`config.mk`:
```
export PLATFORM = sky130hd
export DESIGN_NAME = axi_isolate_ctrl
export DESIGN_NICKNAME = d
export VERILOG_FILES = /design/src/rtl/axi_isolate_ctrl.sv
export SDC_FILE = /design/constraint.sdc
export NUM_CORES = 1
export LEC_CHECK = 0
export BUFFER_PORTS_ARGS = -buffer_cell sky130_fd_sc_hd__buf_2
export CAP_MARGIN = 10
export CELL_PAD_IN_SITES_DETAIL_PLACEMENT = 1
export CELL_PAD_IN_SITES_GLOBAL_PLACEMENT = 1
export CORE_AREA = 4 4 136 138
export DETAILED_ROUTE_END_ITERATION = 6
export DIE_AREA = 0 0 140 142
export GPL_TIMING_DRIVEN = 0
export PLACE_DENSITY = 0.68
export SLEW_MARGIN = 20
export SYNTH_ARGS = -nofsm -noshare
export SYNTH_HDL_FRONTEND = slang
export SYNTH_SLANG_ARGS = --single-unit
```
`constraint.sdc`:
```
create_clock -name clk_i -period 2.8 [get_ports clk_i]
set_clock_uncertainty 0.05 [all_clocks]
set_input_delay 0.56 -clock clk_i [delete_from_list [all_inputs] [get_ports clk_i]]
set_output_delay 0.56 -clock clk_i [all_outputs]
set_load 0.02 [all_outputs]
```
`src/rtl/axi_isolate_ctrl.sv`:
```
// Quiesce/isolate controller for one AXI4 port on a subsystem boundary.
// Passes traffic through combinationally, caps outstanding reads and writes,
// and on request drains in-flight transactions before blocking the port.

package axi_isolate_pkg;

  typedef struct packed {
    logic [3:0]  id;
    logic [31:0] addr;
    logic [7:0]  len;
  } ax_chan_t;

  typedef struct packed {
    logic [31:0] data;
    logic        last;
  } w_chan_t;

  typedef struct packed {
    logic [3:0] id;
    logic [1:0] resp;
  } b_chan_t;

  typedef struct packed {
    logic [3:0]  id;
    logic [31:0] data;
    logic [1:0]  resp;
    logic        last;
  } r_chan_t;

  typedef struct packed {
    ax_chan_t aw;
    logic     aw_valid;
    w_chan_t  w;
    logic     w_valid;
    ax_chan_t ar;
    logic     ar_valid;
    logic     b_ready;
    logic     r_ready;
  } axi_req_t;

  typedef struct packed {
    logic    aw_ready;
    logic    w_ready;
    logic    ar_ready;
    b_chan_t b;
    logic    b_valid;
    r_chan_t r;
    logic    r_valid;
  } axi_rsp_t;

endpackage

// state   | meaning
// NORMAL  | full pass-through, AW/AR held off only at the outstanding limit
// DRAIN   | no new AW/AR; in-flight W, B and R finish
// ISOLATE | port fully blocked in both directions, isolated_o = 1
module axi_isolate_ctrl #(
  parameter int unsigned MaxTxns   = 8,
  parameter type         axi_req_t = axi_isolate_pkg::axi_req_t,
  parameter type         axi_rsp_t = axi_isolate_pkg::axi_rsp_t
) (
  input  logic     clk_i,
  input  logic     rst_ni,
  input  logic     isolate_i,
  output logic     isolated_o,
  input  axi_req_t slv_req_i,
  output axi_rsp_t slv_resp_o,
  output axi_req_t mst_req_o,
  input  axi_rsp_t mst_resp_i
);

  localparam int unsigned     CntW   = $clog2(MaxTxns + 1);
  localparam logic [CntW-1:0] CntMax = CntW'(MaxTxns);

  typedef enum logic [1:0] {
    NORMAL  = 2'd0,
    DRAIN   = 2'd1,
    ISOLATE = 2'd2
  } state_e;

  state_e          state_q;
  logic            isolated_q;
  logic [CntW-1:0] wr_cnt_q, wr_cnt_d;
  logic [CntW-1:0] rd_cnt_q, rd_cnt_d;
  logic            aw_pend_q, aw_pend_d;
  logic            ar_pend_q, ar_pend_d;
  logic            w_open_q, w_open_d;

  logic gate_aw, gate_ar, gate_all;
  logic aw_hs, ar_hs, w_hs, b_hs, r_last_hs;
  logic drained;

  // Decide which channels are blocked in the current state.
  always_comb begin
    gate_all = (state_q == ISOLATE);
    gate_aw  = 1'b1;
    gate_ar  = 1'b1;
    case (state_q)
      NORMAL: begin
        // A pending address is already committed on the bus, so it is never cut off.
        gate_aw = (wr_cnt_q == CntMax) && !aw_pend_q;
        gate_ar = (rd_cnt_q == CntMax) && !ar_pend_q;
      end
      DRAIN: begin
        gate_aw = !aw_pend_q;
        gate_ar = !ar_pend_q;
      end
      default: begin
        gate_aw = 1'b1;
        gate_ar = 1'b1;
      end
    endcase
  end

  // Pass payloads straight through; gating kills valid and ready as a pair.
  always_comb begin
    mst_req_o          = slv_req_i;
    mst_req_o.aw_valid = slv_req_i.aw_valid & ~gate_aw;
    mst_req_o.w_valid  = slv_req_i.w_valid  & ~gate_all;
    mst_req_o.ar_valid = slv_req_i.ar_valid & ~gate_ar;
    mst_req_o.b_ready  = slv_req_i.b_ready  & ~gate_all;
    mst_req_o.r_ready  = slv_req_i.r_ready  & ~gate_all;

    slv_resp_o          = mst_resp_i;
    slv_resp_o.aw_ready = mst_resp_i.aw_ready & ~gate_aw;
    slv_resp_o.w_ready  = mst_resp_i.w_ready  & ~gate_all;
    slv_resp_o.ar_ready = mst_resp_i.ar_ready & ~gate_ar;
    slv_resp_o.b_valid  = mst_resp_i.b_valid  & ~gate_all;
    slv_resp_o.r_valid  = mst_resp_i.r_valid  & ~gate_all;
  end

  assign aw_hs     = mst_req_o.aw_valid & mst_resp_i.aw_ready;
  assign ar_hs     = mst_req_o.ar_valid & mst_resp_i.ar_ready;
  assign w_hs      = mst_req_o.w_valid  & mst_resp_i.w_ready;
  assign b_hs      = slv_resp_o.b_valid & slv_req_i.b_ready;
  assign r_last_hs = slv_resp_o.r_valid & slv_req_i.r_ready & slv_resp_o.r.last;

  assign drained = (wr_cnt_q == '0) && (rd_cnt_q == '0)
                   && !aw_pend_q && !ar_pend_q && !w_open_q;

  // Next values of the outstanding counters and in-flight flags.
  always_comb begin
    wr_cnt_d = wr_cnt_q;
    if (aw_hs && !b_hs) begin
      if (wr_cnt_q != CntMax) wr_cnt_d = wr_cnt_q + 1'b1;
    end else if (b_hs && !aw_hs) begin
      if (wr_cnt_q != '0) wr_cnt_d = wr_cnt_q - 1'b1;
    end

    rd_cnt_d = rd_cnt_q;
    if (ar_hs && !r_last_hs) begin
      if (rd_cnt_q != CntMax) rd_cnt_d = rd_cnt_q + 1'b1;
    end else if (r_last_hs && !ar_hs) begin
      if (rd_cnt_q != '0) rd_cnt_d = rd_cnt_q - 1'b1;
    end

    aw_pend_d = mst_req_o.aw_valid & ~mst_resp_i.aw_ready;
    ar_pend_d = mst_req_o.ar_valid & ~mst_resp_i.ar_ready;

    w_open_d = w_open_q;
    if (w_hs) w_open_d = ~mst_req_o.w.last;
  end

  // Register the counters and flags.
  always_ff @(posedge clk_i or negedge rst_ni) begin
    if (!rst_ni) begin
      wr_cnt_q  <= '0;
      rd_cnt_q  <= '0;
      aw_pend_q <= 1'b0;
      ar_pend_q <= 1'b0;
      w_open_q  <= 1'b0;
    end else begin
      wr_cnt_q  <= wr_cnt_d;
      rd_cnt_q  <= rd_cnt_d;
      aw_pend_q <= aw_pend_d;
      ar_pend_q <= ar_pend_d;
      w_open_q  <= w_open_d;
    end
  end

  // Sequence NORMAL -> DRAIN -> ISOLATE on the registered drain status.
  always_ff @(posedge clk_i or negedge rst_ni) begin
    if (!rst_ni) begin
      state_q    <= NORMAL;
      isolated_q <= 1'b0;
    end else begin
      case (state_q)
        NORMAL: begin
          if (isolate_i) state_q <= DRAIN;
        end
        DRAIN: begin
          if (!isolate_i) begin
            state_q <= NORMAL;
          end else if (drained) begin
            state_q    <= ISOLATE;
            isolated_q <= 1'b1;
          end
        end
        ISOLATE: begin
          if (!isolate_i) begin
            state_q    <= NORMAL;
            isolated_q <= 1'b0;
          end
        end
        default: begin
          state_q    <= NORMAL;
          isolated_q <= 1'b0;
        end
      endcase
    end
  end

  assign isolated_o = isolated_q;

  // A response with nothing outstanding is a protocol fault on one side or the other.
  always_ff @(posedge clk_i) begin
    if (rst_ni) begin
      assert (!(b_hs && !aw_hs && (wr_cnt_q == '0)))
        else $error("axi_isolate_ctrl: B response without outstanding write");
      assert (!(r_last_hs && !ar_hs && (rd_cnt_q == '0)))
        else $error("axi_isolate_ctrl: R last without outstanding read");
    end
  end

endmodule
```
==> Yosys cells after proc, flatten, opt, wreduce, memory -nomap -nowiden <==
Cells that the tools add are included.
{ "classes": {"add_sub_neg": 4, "multipliers": 0, "div_mod_pow": 0, "magnitude_cmp": 0, "eq_ne": 13, "n_shift": 0, "mux": 19, "bitwise_logic": 25, "n_reduce_logical": 30} }
{ "op_table": {"columns": ["operator", "count"], "rows": [
  ["$mux 4", 8],
  ["$and 1x1->1", 18],
  ["$logic_and 1x1->1", 10],
  ["$reduce_and 3->1", 3],
  ["$add 4x1->4 const B", 2],
  ["$eq 4x4->1 const B", 2],
  ["$logic_not 4->1", 2],
  ["$mux 2", 4],
  ["$ne 2x2->1 const B", 4],
  ["$ne 4x4->1 const B", 2],
  ["$reduce_bool 2->1", 4],
  ["$reduce_bool 4->1", 2],
  ["$sub 4x1->4 const B", 2],
  ["$logic_not 1->1", 7],
  ["$not 1->1", 7],
  ["$pmux 2 s3", 1],
  ["$ne 2x1->1 const B", 2],
  ["$pmux 1 s2", 2],
  ["$reduce_and 4->1", 1],
  ["$mux 1", 3],
  ["$ne 3x3->1 const B", 1],
  ["$pmux 1 s3", 1],
  ["$eq 2x1->1 const B", 1],
  ["$eq 2x2->1 const B", 1],
  ["$logic_not 2->1", 1]
]} }
{ "word_totals": {"register_bits": 14, "latch_bits": 0, "mem_bits_rw": 0, "romBits": 0, "input_bits": 179, "output_inout_bits": 177, "word_cells": 98, "memories": 0} }

==> Depth between registers and ports, before layout <==
{ "depth": {"depth_word": 10, "depth_mapped": 11, "mapped_depth_nobuf": 11} }

==> Worst setup path before layout <==
OpenSTA, ideal clock, no wires.
{ "synth_timing": {"path_type": "flip-flop to flip-flop", "from": "register wr_cnt_q[1]", "to": "register wr_cnt_q[3]", "setup_time_ns": 0.124, "arrival_ns": 2.254, "t_required_ns": 2.626, "slack_ns": 0.371, "stages_incl_launch_ff": 12, "n_path_buf": 0, "period_less_slack_ns": 2.429, "cell_sequence": "dfrtp_1 nor3_4 a21oi_1 o21ba_2 and3_1 ha_1 inv_1 ha_1 a21oi_1 and3_1 o21ai_2 xnor2_1"} }
{ "synth_via": {"elab_chain_len": 10, "elab_cells_between_ends": 21, "classes_between": "add/sub: 2; eq/ne: 3; mux: 5; bitwise: 3; reduce/logical: 8"} }
{ "synth_rtl": {"columns": ["element", "line", "source"], "rows": [
  ["start, declared", "83", "logic [CntW-1:0] wr_cnt_q, wr_cnt_d;"],
  ["start signal, assigned", "173", "wr_cnt_q <= wr_cnt_d;"],
  ["$eq 4x4->1", "101", "gate_aw = (wr_cnt_q == CntMax) && !aw_pend_q;"],
  ["$logic_and 1x1->1", "101", null],
  ["$pmux 1 s2", "98", "case (state_q)"],
  ["$not 1->1", "118", "mst_req_o.aw_valid = slv_req_i.aw_valid & ~gate_aw;"],
  ["$and 1x1->1", "118", null],
  ["$and 1x1->1", "132", "assign aw_hs = mst_req_o.aw_valid & mst_resp_i.aw_ready;"],
  ["$logic_not 1->1", "146", "end else if (b_hs && !aw_hs) begin"],
  ["$logic_and 1x1->1", "146", null],
  ["$reduce_bool 2->1 (no source line)", null, null],
  ["$reduce_and 3->1 (no source line)", null, null]
]} }
Several ways; a longest one is shown, not always the timed one. The select of a mux whose other input is x is not followed.
A chain may end at the register's enable or synchronous reset.

==> Final worst setup path <==
Ends and elaborated chain as after synthesis.

==> results.tsv <==
metric	value	unit
type of origin of the critical path	flip-flop	
Final Cycle Share	93.32	%
worst path bufs/invs	1	
Starting Density	12.56	%
Layout fillers	2152	
Rows	48	
1st-pass router iterations	4	
Max H-tree Level	1	
Worst-Margin Slew	0.3118	ns
residual DRC count	0	
Post-DP HPWL	7.356	mm
WL/cell	11.69	um
Synth area leader	buf_4	
largest net degree at the start of global routing	15	
I/O pin count	356	
Synth cell types	27	
Design Area, Final	3495	um2
Worst Path Required	2.87	ns
PnR worst setup slack	0.1870	ns
clock root buffer	clkbuf_16	
CP max FO	5	
Syn Nets	442	
total global-route track usage	6.600	%
Buffers on Ports	191	
first-pass GRT wire length	10.92	mm
TritonCTS buffer count	3	
CTS tree	yes	
later-pin clock latency in the skew report	0.24	ns
CTS clk-pin slew, worst paths	0.05	ns
Yosys warnings	0	
CP top delay family	simple AND/OR/NAND/NOR gates	
Hold Path Class	in2async	
final core occ	20.35	%
register-to-register setup slack	0.19	ns
RSZ-0062 raised after global routing	false	
reg2reg end	wr_cnt_q[3]	
CP max stage cell	dfrtp_1	
Non-Filler Instances	676	
P&R area growth vs syn	62.01	%
Placement Cell Area	3395	um2
initial DRC count	28	
cell count after placement	671	
critical path type	reg2reg	
Worst Setup End Kind	flip-flop	
largest cells by area after synthesis	buf_4 58%, dfrtp_1 16%, ha_1 3.5%	
maxcap violations	0	
NumNets Final	638	
routed vias/inst	3.232	
Post-synth EDFFs	0	
placer congestion estimate	0.6565	
Pwr Total	1.491	mW
DIE AREA	19880	um2
fraction of layout cells with a size suffix above 1	82.67	%
cell area after synthesis	2157	um2
commonest register cell after synthesis	dfrtp_1	
Post-CTS Hold Fix Bufs	0	
Die X	140	um
DP Worst Slack	-0.03798	ns
Max-slew headroom	79.21	%
Yosys top cell area share	57.77	%
CP Cell Sequence	nor3_4 > a21oi_1 > o21ba_2 > and3_1 > ha_1 > inv_2 > ha_1 > a21oi_1 > and3_1 > o21ai_2 > xnor2_1	
Final ANT Viol Nets	0	
fin crit period	2.613	ns
Post-synth ARST share	100.0	%
vias in the first global route	2229	
Worst Path Arrival	2.69	ns
final setup vio count	0	
fmax	382.7	MHz
Peak VDD IR	0.2783	mV
total number of vias	2185	
Seq/Total Area, Yosys	16.24	%
PD cells	426.6	nW/um2
status	finished clean	
core area	17180	um2
cell count after synthesis	255	
GR Overflow Total	0	
worst-case reg-to-reg path depth	11	
Fin. Hold Viols	0	
clk buf depth	2	
Sink Count	14	
Die H	142	um
crit-path max cell delay	0.45	ns
reg2reg start	wr_cnt_q[1]	
fin. max-slew vios	0	
Synth Register Bits	14	
Total Wirelength	7.903	mm
leakage	1.998	nW
Avg Inst Size Synth	8.459	um2
initial antenna violation count	0	
==> layout make-up <==
class / instances / area [um2] / share of cell area [%]
Antenna cell: 1 / 2.502 / 0.07161
Buffer: 166 / 1246 / 35.66
Clock buffer: 4 / 88.84 / 2.542
Inverter: 3 / 11.26 / 0.3222
Multi-Input combinational cell: 72 / 558.0 / 15.97
Sequential cell: 14 / 350.3 / 10.03
Tap cell: 225 / 281.5 / 8.056
Timing Repair Buffer: 191 / 955.9 / 27.35
==> placed cells by master (no fill, tap or decap), drive strengths merged <==
| cell | Yosys | layout |
|---|---|---|
| and4 | 1 | 1 |
| buf | 166 | 357 |
| and3b | 2 | 2 |
| ha | 6 | 6 |
| nor3b | 1 | 1 |
| nand3 | 3 | 3 |
| and3 | 4 | 4 |
| dfrtp | 14 | 14 |
| a21boi | 1 | 1 |
| o21ai | 2 | 2 |
| clkbuf | 0 | 4 |
| fa | 2 | 2 |
| inv | 3 | 3 |
| diode | 0 | 1 |
| xor2 | 2 | 2 |
| nor4b | 1 | 1 |
| a21oi | 11 | 11 |
| and2 | 10 | 10 |
| nand2b | 2 | 2 |
| nor3 | 2 | 2 |
| xnor2 | 6 | 6 |
| nand2 | 9 | 9 |
| mux2i | 1 | 1 |
| o21ba | 2 | 2 |
| o22ai | 1 | 1 |
| nor2 | 3 | 3 |
==> metrics by stage <==
step	hold WS (ns)	setup TNS (ns)
finish	0.1545	0
global route	0.1756	0
CTS	0.1661	0
detailed placement	0.4239	-0.03798
global placement	0.4221	-0.02847
floorplan	0.2144	0
==> report_power, final <==
group	internal [mW]	leakage (nW)	total, mW	switching, mW
Clock	0.216	0.0442	0.298	0.0813
Combinational	0.406	1.79	0.822	0.416
Sequential	0.267	0.167	0.371	0.104
Total	0.890	2.00	1.49	0.601
==> timing repair <==
action,in CTS,in global routing
endpoints found under the setup margin,1,2
setup buffers,0,0
pin swaps,0,1
endpoints found under the hold margin,0,0
gates resized for setup,1,2
==> metal layers <==
layer	up-vias	share of wire [%]	global-route usage, %
met2	176	60	14.97
met1	970	27	5.603
met3	4	12	1.714
met5	-	0	0
li1	1035	-	-
met4	0	0.58	1.071
==> cell families (layout without fill, tap and decap cells) <==
family | after synthesis | after routing | synth area share [%]
muxes | 1 | 1 | 0.4641
adders and majority gates | 8 | 8 | 5.336
buffers and inverters | 169 | 364 | 58.29
other | 0 | 1 | 0
AOI/OAI and AO/OA | 17 | 17 | 5.801
xor gates and xnor gates | 8 | 8 | 3.248
DFF | 14 | 14 | 16.24
and+or+nand+nor | 38 | 38 | 10.61
==> sequential cells by signal (all words and copies together) (netlist names) <==
name / cells
ar_pend_q: 1
aw_pend_q: 1
isolated_o: 1
rd_cnt_q: 4
state_q: 2
w_open_q: 1
wr_cnt_q: 4
==> worst max-delay path by stage <==
stage | start | to | slack [ns] | depth (start not counted)
floorplan | wr_cnt_q[1] | wr_cnt_q[3] | 0.37 | 11
global placement | state_q[0] | rd_cnt_q[3] | -0.03 | 10
detailed placement | state_q[0] | rd_cnt_q[3] | -0.04 | 10
CTS | wr_cnt_q[1] | wr_cnt_q[3] | 0.12 | 11
global route | rd_cnt_q[0] | rd_cnt_q[3] | 0.009 | 11
finish | wr_cnt_q[1] | wr_cnt_q[3] | 0.19 | 11
==> cells in the mapped netlist, types with 3 or more instances <==
| library cell | instances |
|---|---|
| and3_1 | 4 |
| dfrtp_1 | 14 |
| nor2_1 | 3 |
| nand2_1 | 9 |
| inv_1 | 3 |
| buf_4 | 166 |
| and2_1 | 10 |
| nand3_1 | 3 |
| a21oi_1 | 9 |
| ha_1 | 6 |
| xnor2_1 | 6 |
(Power assumes the default switching activity.)
